--- src/rtl/cpu_param.sv ---
// Single-cycle parameterised accumulator-free register CPU with a two-state
// memory controller (EXEC / MEM_WAIT) that stalls on BUSYWAIT.
module cpu_param #(
   parameter int DATA_W = 8,
   parameter int REG_AW = 3
) (
   input  logic              CLK,
   input  logic              RESET,
   output logic [31:0]       PC,
   input  logic [31:0]       INSTRUCTION,
   output logic              MEM_READ,
   output logic              MEM_WRITE,
   output logic [7:0]        MEM_ADDR,
   output logic [DATA_W-1:0] MEM_WDATA,
   input  logic [DATA_W-1:0] MEM_RDATA,
   input  logic              BUSYWAIT,
   output logic              ILLEGAL
);

   localparam int NREG = 1 << REG_AW;

   localparam logic [7:0] OP_LOADI = 8'h00;
   localparam logic [7:0] OP_MOV   = 8'h01;
   localparam logic [7:0] OP_ADD   = 8'h02;
   localparam logic [7:0] OP_SUB   = 8'h03;
   localparam logic [7:0] OP_AND   = 8'h04;
   localparam logic [7:0] OP_OR    = 8'h05;
   localparam logic [7:0] OP_J     = 8'h06;
   localparam logic [7:0] OP_BEQ   = 8'h07;
   localparam logic [7:0] OP_BNE   = 8'h08;
   localparam logic [7:0] OP_LWD   = 8'h09;
   localparam logic [7:0] OP_LWI   = 8'h0A;
   localparam logic [7:0] OP_SWD   = 8'h0B;
   localparam logic [7:0] OP_SWI   = 8'h0C;
   localparam logic [7:0] OP_SLL   = 8'h0D;
   localparam logic [7:0] OP_SRL   = 8'h0E;

   typedef enum logic {EXEC, MEM_WAIT} state_t;

   state_t              state, state_nx;
   logic [DATA_W-1:0]   regs [NREG];

   logic [7:0]          opcode, off, imm;
   logic [4:0]          shamt;
   logic [REG_AW-1:0]   rd_idx, rs1_idx, rs2_idx;
   logic [DATA_W-1:0]   rs1_val, rs2_val, imm_ext, alu_res;
   logic [31:0]         pc_plus4, br_target, pc_nx;
   logic                shift_big, wr_en, is_load, is_store, is_mem;
   logic                take_branch, illegal_op;
   logic [7:0]          mem_addr_c;
   logic                unused_bits;

   logic                gap_q, gap_nx;
   logic                rd_q, wr_q;
   logic [7:0]          addr_q;
   logic [DATA_W-1:0]   wdata_q;
   logic [REG_AW-1:0]   rd_idx_q;

   logic                reg_we;
   logic [REG_AW-1:0]   reg_waddr;
   logic [DATA_W-1:0]   reg_wdata;

   assign opcode      = INSTRUCTION[31:24];
   assign off         = INSTRUCTION[23:16];
   assign imm         = INSTRUCTION[7:0];
   assign shamt       = imm[4:0];
   assign rd_idx      = INSTRUCTION[16 +: REG_AW];
   assign rs1_idx     = INSTRUCTION[8 +: REG_AW];
   assign rs2_idx     = INSTRUCTION[0 +: REG_AW];
   assign unused_bits = ^INSTRUCTION[15:8+REG_AW];

   assign rs1_val   = regs[rs1_idx];
   assign rs2_val   = regs[rs2_idx];
   assign pc_plus4  = PC + 32'd4;
   assign br_target = pc_plus4 + {{22{off[7]}}, off, 2'b00};
   assign shift_big = ({27'd0, shamt} >= 32'(DATA_W));
   assign is_mem    = is_load | is_store;

   always_comb begin
      imm_ext      = {DATA_W{imm[7]}};
      imm_ext[7:0] = imm;
   end

   always_comb begin
      alu_res     = '0;
      wr_en       = 1'b0;
      is_load     = 1'b0;
      is_store    = 1'b0;
      take_branch = 1'b0;
      illegal_op  = 1'b0;
      mem_addr_c  = imm;
      case (opcode)
         OP_LOADI: begin alu_res = imm_ext;           wr_en = 1'b1; end
         OP_MOV:   begin alu_res = rs2_val;           wr_en = 1'b1; end
         OP_ADD:   begin alu_res = rs1_val + rs2_val; wr_en = 1'b1; end
         OP_SUB:   begin alu_res = rs1_val - rs2_val; wr_en = 1'b1; end
         OP_AND:   begin alu_res = rs1_val & rs2_val; wr_en = 1'b1; end
         OP_OR:    begin alu_res = rs1_val | rs2_val; wr_en = 1'b1; end
         OP_J:     take_branch = 1'b1;
         OP_BEQ:   take_branch = (rs1_val == rs2_val);
         OP_BNE:   take_branch = (rs1_val != rs2_val);
         OP_LWD:   begin is_load = 1'b1;  mem_addr_c = rs2_val[7:0]; end
         OP_LWI:   is_load = 1'b1;
         OP_SWD:   begin is_store = 1'b1; mem_addr_c = rs2_val[7:0]; end
         OP_SWI:   is_store = 1'b1;
         OP_SLL:   begin alu_res = shift_big ? '0 : (rs1_val << shamt); wr_en = 1'b1; end
         OP_SRL:   begin alu_res = shift_big ? '0 : (rs1_val >> shamt); wr_en = 1'b1; end
         default:  illegal_op = 1'b1;
      endcase
   end

   // Memory handshake: a strobe stays high until the first edge with
   // BUSYWAIT=0, which completes the access; the following cycle is forced
   // idle so back-to-back accesses are separated by a strobe-low gap.
   always_comb begin
      state_nx  = state;
      pc_nx     = PC;
      gap_nx    = gap_q;
      reg_we    = 1'b0;
      reg_waddr = rd_idx;
      reg_wdata = alu_res;
      MEM_READ  = 1'b0;
      MEM_WRITE = 1'b0;
      MEM_ADDR  = mem_addr_c;
      MEM_WDATA = rs1_val;
      ILLEGAL   = 1'b0;
      if (!RESET) begin
         case (state)
            EXEC: begin
               if (is_mem) begin
                  if (gap_q) begin
                     gap_nx = 1'b0;
                  end else begin
                     MEM_READ  = is_load;
                     MEM_WRITE = is_store;
                     if (BUSYWAIT) begin
                        state_nx = MEM_WAIT;
                     end else begin
                        pc_nx     = pc_plus4;
                        reg_we    = is_load;
                        reg_wdata = MEM_RDATA;
                        gap_nx    = 1'b1;
                     end
                  end
               end else begin
                  gap_nx  = 1'b0;
                  ILLEGAL = illegal_op;
                  reg_we  = wr_en;
                  pc_nx   = take_branch ? br_target : pc_plus4;
               end
            end
            MEM_WAIT: begin
               MEM_READ  = rd_q;
               MEM_WRITE = wr_q;
               MEM_ADDR  = addr_q;
               MEM_WDATA = wdata_q;
               reg_waddr = rd_idx_q;
               reg_wdata = MEM_RDATA;
               if (!BUSYWAIT) begin
                  state_nx = EXEC;
                  pc_nx    = pc_plus4;
                  reg_we   = rd_q;
                  gap_nx   = 1'b1;
               end
            end
            default: state_nx = EXEC;
         endcase
      end
   end

   always_ff @(posedge CLK) begin
      if (RESET) begin
         state    <= EXEC;
         PC       <= 32'd0;
         gap_q    <= 1'b0;
         rd_q     <= 1'b0;
         wr_q     <= 1'b0;
         addr_q   <= 8'd0;
         wdata_q  <= '0;
         rd_idx_q <= '0;
      end else begin
         state <= state_nx;
         PC    <= pc_nx;
         gap_q <= gap_nx;
         // Freeze the access so strobe/address/data stay stable while waiting.
         if (state == EXEC && state_nx == MEM_WAIT) begin
            rd_q     <= is_load;
            wr_q     <= is_store;
            addr_q   <= mem_addr_c;
            wdata_q  <= rs1_val;
            rd_idx_q <= rd_idx;
         end
      end
   end

   always_ff @(posedge CLK) begin
      if (RESET) begin
         for (int i = 0; i < NREG; i++) regs[i] <= '0;
      end else if (reg_we) begin
         regs[reg_waddr] <= reg_wdata;
      end
   end

endmodule

--- config.mk ---
export PLATFORM = sky130hd
export DESIGN_NAME = cpu_param
export DESIGN_NICKNAME = d
export VERILOG_FILES = /design/src/rtl/cpu_param.sv
export SDC_FILE = /design/constraint.sdc
export NUM_CORES = 1
export LEC_CHECK = 0
export BUFFER_PORTS_ARGS = -buffer_cell sky130_fd_sc_hd__buf_4
export CAP_MARGIN = 20
export CORE_ASPECT_RATIO = 1.25
export CORE_MARGIN = 2
export CORE_UTILIZATION = 35
export CTS_CLUSTER_SIZE = 24
export DETAILED_ROUTE_END_ITERATION = 12
export PLACE_DENSITY = 0.5
export RECOVER_POWER = 100
export SLEW_MARGIN = 30
export SYNTH_ARGS = -nofsm -noshare
export SYNTH_HDL_FRONTEND = slang
export SYNTH_SLANG_ARGS = --single-unit
--- constraint.sdc ---
create_clock -name CLK -period 4.7 [get_ports CLK]
set_input_delay 0.235 -clock CLK [delete_from_list [all_inputs] [get_ports CLK]]
set_output_delay 0.235 -clock CLK [all_outputs]
set_load 0.02 [all_outputs]
==> results of run 1 <==
## sequential cells by signal, summed over array words and instances (netlist names)
signal	cells
regs	64
PC	30
addr_q	8
wdata_q	8
rd_idx_q	3
gap_q	1
rd_q	1
state	1
wr_q	1
## layout by cell type (no fill, tap or decap), types with 7 or more instances in the layout
master / count
nor2_1: 147
nand2_1: 103
a21oi_1: 91
buf_4: 74
o21ai_0: 71
edfxtp_1: 64
dfxtp_1: 53
ha_1: 53
clkbuf_1: 52
nand3_1: 50
inv_1: 40
mux4_2: 33
xnor2_1: 33
a211oi_1: 31
xor2_1: 25
a21o_1: 21
mux2i_1: 20
nor3_1: 20
clkbuf_16: 17
o21bai_1: 15
o22ai_1: 15
nor2b_1: 11
nand2b_1: 11
a31oi_1: 11
and3_1: 8
nand4_1: 8
nand3b_1: 8
o211ai_1: 8
nor2_2: 8
a221oi_1: 7
## cell type report
type / instances / area [µm²] / share of cell area (%)
multi-input cells: 915 / 6300 / 56.1
flip-flops and latches: 117 / 2980 / 26.6
repair buffers: 128 / 761 / 6.78
well taps: 350 / 438 / 3.90
clock buffers: 17 / 425 / 3.79
inverters: 42 / 158 / 1.40
clock inverters: 15 / 156 / 1.39
## critical path: cells and delay by family (launching register included)
kind                       cells  cell delay [ns]
AOI/OAI and AO/OA              8             1.52
DFF                            1             0.33
adders and majority gates      1             0.26
and+or+nand+nor                5             0.98
buffers and inverters          4             0.95
xor gates and xnor gates       1             0.19
## metrics by stage
| step | instances | total power, mW | util, % | worst slack, ns | instance area, µm² |
|---|---|---|---|---|---|
| after floorplan | 1143 | 1.57 | - | 0.669 | 9780 |
| after global placement | 1552 | 1.79 | 39.5 | 0.466 | 10900 |
| after detailed placement | 1552 | 1.79 | 39.5 | 0.433 | 10900 |
| after CTS | 1584 | 3.09 | 41.6 | 0.527 | 11500 |
| after global routing | 1584 | 3.18 | 40.7 | 0.0430 | 11200 |
| final | 1584 | 3.05 | 40.7 | 0.377 | 11200 |
## cells by family after synthesis
group                      synth area share, %
buffers and inverters                     4.78
AOI/OAI and AO/OA                         21.2
other                                   0.0383
xor gates and xnor gates                  5.19
adders and majority gates                 7.40
and+or+nand+nor                           20.0
DFF                                       30.5
muxes                                     10.9
## where the power goes
group / internal (mW) / switching [mW] / total, mW / leakage, nW
sequential: 1.10 / 0.0212 / 1.12 / 1.09
clock: 0.708 / 0.583 / 1.29 / 0.280
combinational: 0.251 / 0.381 / 0.632 / 2.98
total: 2.06 / 0.985 / 3.05 / 4.34
## worst max path at each step
stage	start	end	slack [ns]	depth (start not counted)
after global routing	PC[2]	PC[31]	0.04	19
after CTS	PC[2]	PC[28]	0.53	18
after detailed placement	INSTRUCTION[0]	regs[0][6]	0.43	15
after global placement	INSTRUCTION[0]	regs[0][6]	0.47	15
final	PC[4]	PC[31]	0.38	19
after floorplan	PC[10]	PC[29]	0.67	18
## per-layer routing
layer | global-route usage (%) | vias to the layer above | wire, µm | share of wire [%]
met5 | 0 | - | 0 | 0
met4 | 8.01 | 0 | 1000 | 3.0
met3 | 3.57 | 49 | 1500 | 4.6
met2 | 40.4 | 218 | 16700 | 51
met1 | 27.9 | 4401 | 13600 | 41
li1 | - | 4384 | - | -
==> flow_summary.json, run 1 <==
{
  "cp_data_arrival_time_ns": 4.63,
  "first_iter_violations": 547,
  "routedWlPerCell_um": 20.7,
  "antenna_left": 0,
  "grt_overflow": 0,
  "layout.nets": 1320,
  "worstSkewPairLatency_ns": 0.42,
  "min_path_type": "in2reg",
  "ys_warn_count": 0,
  "synthTopCellsByArea": "edfxtp_1 (20%), dfxtp_1 (11%), mux4_2 (7.6%)",
  "violations": "capacitance limit, slew limit",
  "min_from": "INSTRUCTION[16]",
  "vias": 9052,
  "vias_per_cell": 5.71,
  "hold_end": "rd_idx_q[0]",
  "r2r_end": "PC[31]",
  "die_w_um": 154,
  "syn_area_um2": 9780,
  "ys_ff_latch": 117,
  "coreArea_um2": 27600,
  "antenna_cells": 0,
  "fin_hold_ws_ns": 0.0235,
  "yosysUniqueCellTypes": 81,
  "path_cells": "clkbuf_1 > and3_1 > nand3_1 > clkbuf_1 > nor2_1 > nand3_1 > xnor2_1 > ha_1 > a21oi_1 > o211ai_1 > a221o_1 > a21o_1 > a21oi_1 > clkbuf_1 > o311ai_1 > buf_4 > a211o_1 > o2111ai_1 > nor2_1",
  "antenna_found_initial": 0,
  "cp_data_required_time_ns": 5.01,
  "synth_edf_count": 64,
  "holdPathStages": 3,
  "grt_pass1_vias": 9147,
  "path_max_fanout": 8,
  "finalHoldViolCount": 0,
  "p_per_area_nw_per_um2": 271,
  "yosysSeqAreaShare_pct": 30.5,
  "syn_area_per_cell_um2": 8.56,
  "dieArea_um2": 29300,
  "synth_top_cell_by_area": "edfxtp_1",
  "first_pass_iters": 5,
  "critPathKind": "reg2reg",
  "fill_cells": 2912,
  "cts_num_sinks": 117,
  "grt_max_degree": 42,
  "place_hpwl_um": 24300,
  "peakVddDrop_mv": 0.254,
  "die_y_um": 191,
  "critPathCaptureType": "flop",
  "io_pins": 94,
  "maxCapViolations": 1,
  "drive_above_1_share_pct": 14.1,
  "r2r_slack_ns": 0.38,
  "cp-start-kind": "flop",
  "status": "finished with violations",
  "htreeDepth": 4,
  "routed_wl_um": 32800,
  "clk_pin_slew_ns": 0.06,
  "async_reset_ff_share_pct": 0,
  "cts_tree": "done",
  "route.detailed.drc": 0,
  "cts_buffers": 17,
  "skew_ns": 0.0139,
  "leakage_nw": 4.34,
  "cts.path.max_buffers": 2,
  "rr_worst_depth": 19,
  "start_util_pct": 35.5,
  "ctsHoldBuffers": 0,
  "maxSlewViolCount": 34,
  "worst_pin_slew_ns": 1.54,
  "rsz0062_at_grt": "false",
  "yosys.area.top_type_share_pct": 19.7,
  "crit_top_cell": "clkbuf_1",
  "port-buffer-count": 86,
  "yosys.cell_count.top_type": "nor2_1",
  "cts_resized": 0,
  "netlist_instances": 1142,
  "gp_congestion": 0.922,
  "rows": 68,
  "fin_crit_sh_pct": 92.0,
  "crit_path_max_incr_delay_ns": 0.36,
  "synthTopCellsByCount": "nor2_1 (147), nand2_1 (102), a21oi_1 (91)",
  "fmax_mhz": 231,
  "grt_pass1_wl_um": 51800,
  "cts-root-buf": "clkbuf_16",
  "setup_viol_count_final": 0,
  "finalSetupTns_ns": 0,
  "rr_startpoint": "PC[4]",
  "critPathSlowestCell": "nor2_1",
  "slew_headroom_pct": -2.62,
  "area_growth_pct": 14.8,
  "period_needed_ns": 4.32,
  "synth_top_flop_cell": "edfxtp_1",
  "grt.total_usage_pct": 22.7,
  "post_cts_buffers": 0
}
(Power assumes the default switching activity.)
==> run 2: changes to the inputs <==
Settings changed: CORE_UTILIZATION 35 to 40, PLACE_DENSITY 0.5 to 0.58, REMOVE_ABC_BUFFERS from default to 1.
Clock period 4.7 ns to 3.6 ns, I/O delays scaled along.
==> run 2 against run 1 <==
  * The flow now finishes without violations
  * Cell count is 7.9% higher
  * Setup slack worse by 0.37 ns
  * Global-route usage is 3.1 points higher
  * Register-to-register slack worse by 0.37 ns
  * Sequential share of layout area is 3.3 points lower
  * Sequential cell count stayed put
  * Critical endpoint is now regs[5][6]
  * Sequential power is 30% higher
  * Hold slack better by 0.0068 ns
  * Non-clock buffer count is 145 higher
  * Clock power is 25% higher
==> flow_summary.json, run 2 (same netlist as run 1, synthesis figures left out) <==
{
  "status": "finished, final reports clean",
  "area_growth_pct": 31.4,
  "peakVddDrop_mv": 0.332,
  "port-buffer-count": 86,
  "setup_viol_count_final": 0,
  "antenna_found_initial": 0,
  "coreArea_um2": 24300,
  "gp_congestion": 0.911,
  "r2r_end": "regs[5][6]",
  "final_util_pct": 53.0,
  "finalSetupTns_ns": 0,
  "fmax_mhz": 279,
  "rows": 64,
  "layout_commonest_cell": "buf_4",
  "fill_cells": 2318,
  "die_w_um": 144,
  "ff_latch_area_um2": 2990,
  "antenna_cells": 0,
  "die_y_um": 179,
  "slew_headroom_pct": 39.6,
  "path_max_fanout": 8,
  "grt.total_usage_pct": 25.8,
  "drive_above_1_share_pct": 29.5,
  "layout.nets": 1465,
  "io_pins": 94,
  "cts_buffers": 17,
  "skew_ns": 0.0110,
  "hold_end": "rd_idx_q[1]",
  "top_register": "regs",
  "critPathKind": "reg2reg",
  "final_area_um2": 12800,
  "layout_common_cells": "buf_4 (229), nor2_1 (138), nand2_1 (100)",
  "maxCapViolations": 0,
  "reg.largest.list": "regs (64), PC (30)",
  "period_needed_ns": 3.59,
  "r2r_slack_ns": 0.01,
  "worst_pin_slew_ns": 0.901,
  "routedWlPerCell_um": 19.1,
  "postPlaceCellArea_um2": 11900,
  "largest_reg_flops": 64,
  "start_util_pct": 40.3,
  "cts_num_sinks": 117,
  "p_per_area_nw_per_um2": 318,
  "vias": 9617,
  "first_iter_violations": 664,
  "cts-root-buf": "clkbuf_16",
  "holdPathStages": 3,
  "critPathCaptureType": "flop",
  "grt_pass1_wl_um": 50800,
  "fin_crit_sh_pct": 99.7,
  "route.detailed.drc": 0,
  "place_hpwl_um": 24700,
  "rr_worst_depth": 15,
  "htreeDepth": 4,
  "min_path_type": "in2reg",
  "min_from": "INSTRUCTION[17]",
  "power_mw": 4.08,
  "maxSlewViolCount": 0,
  "first_pass_iters": 6,
  "grt_overflow": 0,
  "multi_input_area_um2": 6730,
  "grt_pass1_vias": 9450,
  "cts_tree": "done",
  "clk_pin_slew_ns": 0.05,
  "finalHoldViolCount": 0,
  "rr_startpoint": "regs[3][0]",
  "antenna_left": 0,
  "cp_data_required_time_ns": 3.77,
  "grt_max_degree": 38,
  "cp_data_arrival_time_ns": 3.76,
  "dieArea_um2": 25700,
  "worstSkewPairLatency_ns": 0.43,
  "cts.path.max_buffers": 2,
  "leakage_nw": 5.28,
  "cp-start-kind": "flop",
  "routed_wl_um": 32600,
  "rsz0062_at_grt": "true",
  "vias_per_cell": 5.63
}
==> run 2: worst max-delay path, cell delays in order (launching register included) <==
cell	delay (ns)
edfxtp_1	0.39
mux4_2	0.49
mux2i_1	0.17
buf_4	0.16
inv_4	0.04
ha_4	0.15
fa_2	0.36
a21o_1	0.19
a21o_1	0.17
a21o_1	0.17
a211oi_2	0.21
a21oi_1	0.07
xor2_1	0.17
a211o_1	0.35
o21ai_4	0.17
nor2_2	0.07
==> run 2: worst max path at each step <==
stage | from | slack [ns] | end
2_1_floorplan | regs[7][1] | -0.67 | PC[14]
3_3_place_gp | INSTRUCTION[8] | -0.23 | regs[1][3]
3_5_place_dp | INSTRUCTION[8] | -0.27 | regs[6][3]
4_1_cts | regs[3][0] | 0.003 | regs[2][4]
5_1_grt | PC[8] | -0.15 | PC[31]
6_report | regs[3][0] | 0.01 | regs[5][6]
==> run 2: layer usage <==
| layer | share of wire [%] | routed length [µm] | GRT usage [%] | up-vias |
|---|---|---|---|---|
| li1 | - | - | - | 4669 |
| met1 | 40 | 13000 | 30.6 | 4572 |
| met2 | 51 | 16500 | 45.8 | 303 |
| met3 | 5.4 | 1760 | 4.49 | 73 |
| met4 | 4.0 | 1300 | 11.1 | 0 |
| met5 | 0 | 0 | 0 | - |
==> run 2: repair_timing <==
| action | in CTS | in global routing |
|---|---|---|
| setup buffers | 5 | 5 |
| hold buffers | 2 | 0 |
| endpoints found under the hold margin | 2 | 0 |
| endpoints found under the setup margin | 33 | 74 |
| resized for setup | 25 | 79 |
| pin swaps | 18 | 51 |
==> run 2: final cells by class <==
type	instances	share of cell area, %
Tap cell	330	3.21
Clock inverter	10	0.652
Timing Repair Buffer	273	15.6
Sequential cell	117	23.2
Clock buffer	22	3.61
Inverter	42	1.27
Multi-Input combinational cell	915	52.4
==> run 2: report_power, final <==
group | total, mW | switching [mW] | leakage (nW) | internal [mW]
Sequential | 1.46 | 0.0211 | 1.09 | 1.44
Combinational | 1.01 | 0.554 | 3.93 | 0.456
Clock | 1.61 | 0.635 | 0.263 | 0.976
==> run 2: metrics by stage <==
step	cells	hold slack (ns)	setup WS, ns
after global routing	1709	0.0626	-0.154
final	1709	0.0303	0.0121
after CTS	1704	0.0221	0.00313
after floorplan	1074	0.249	-0.665
after global placement	1665	0.387	-0.233
after detailed placement	1665	0.398	-0.266
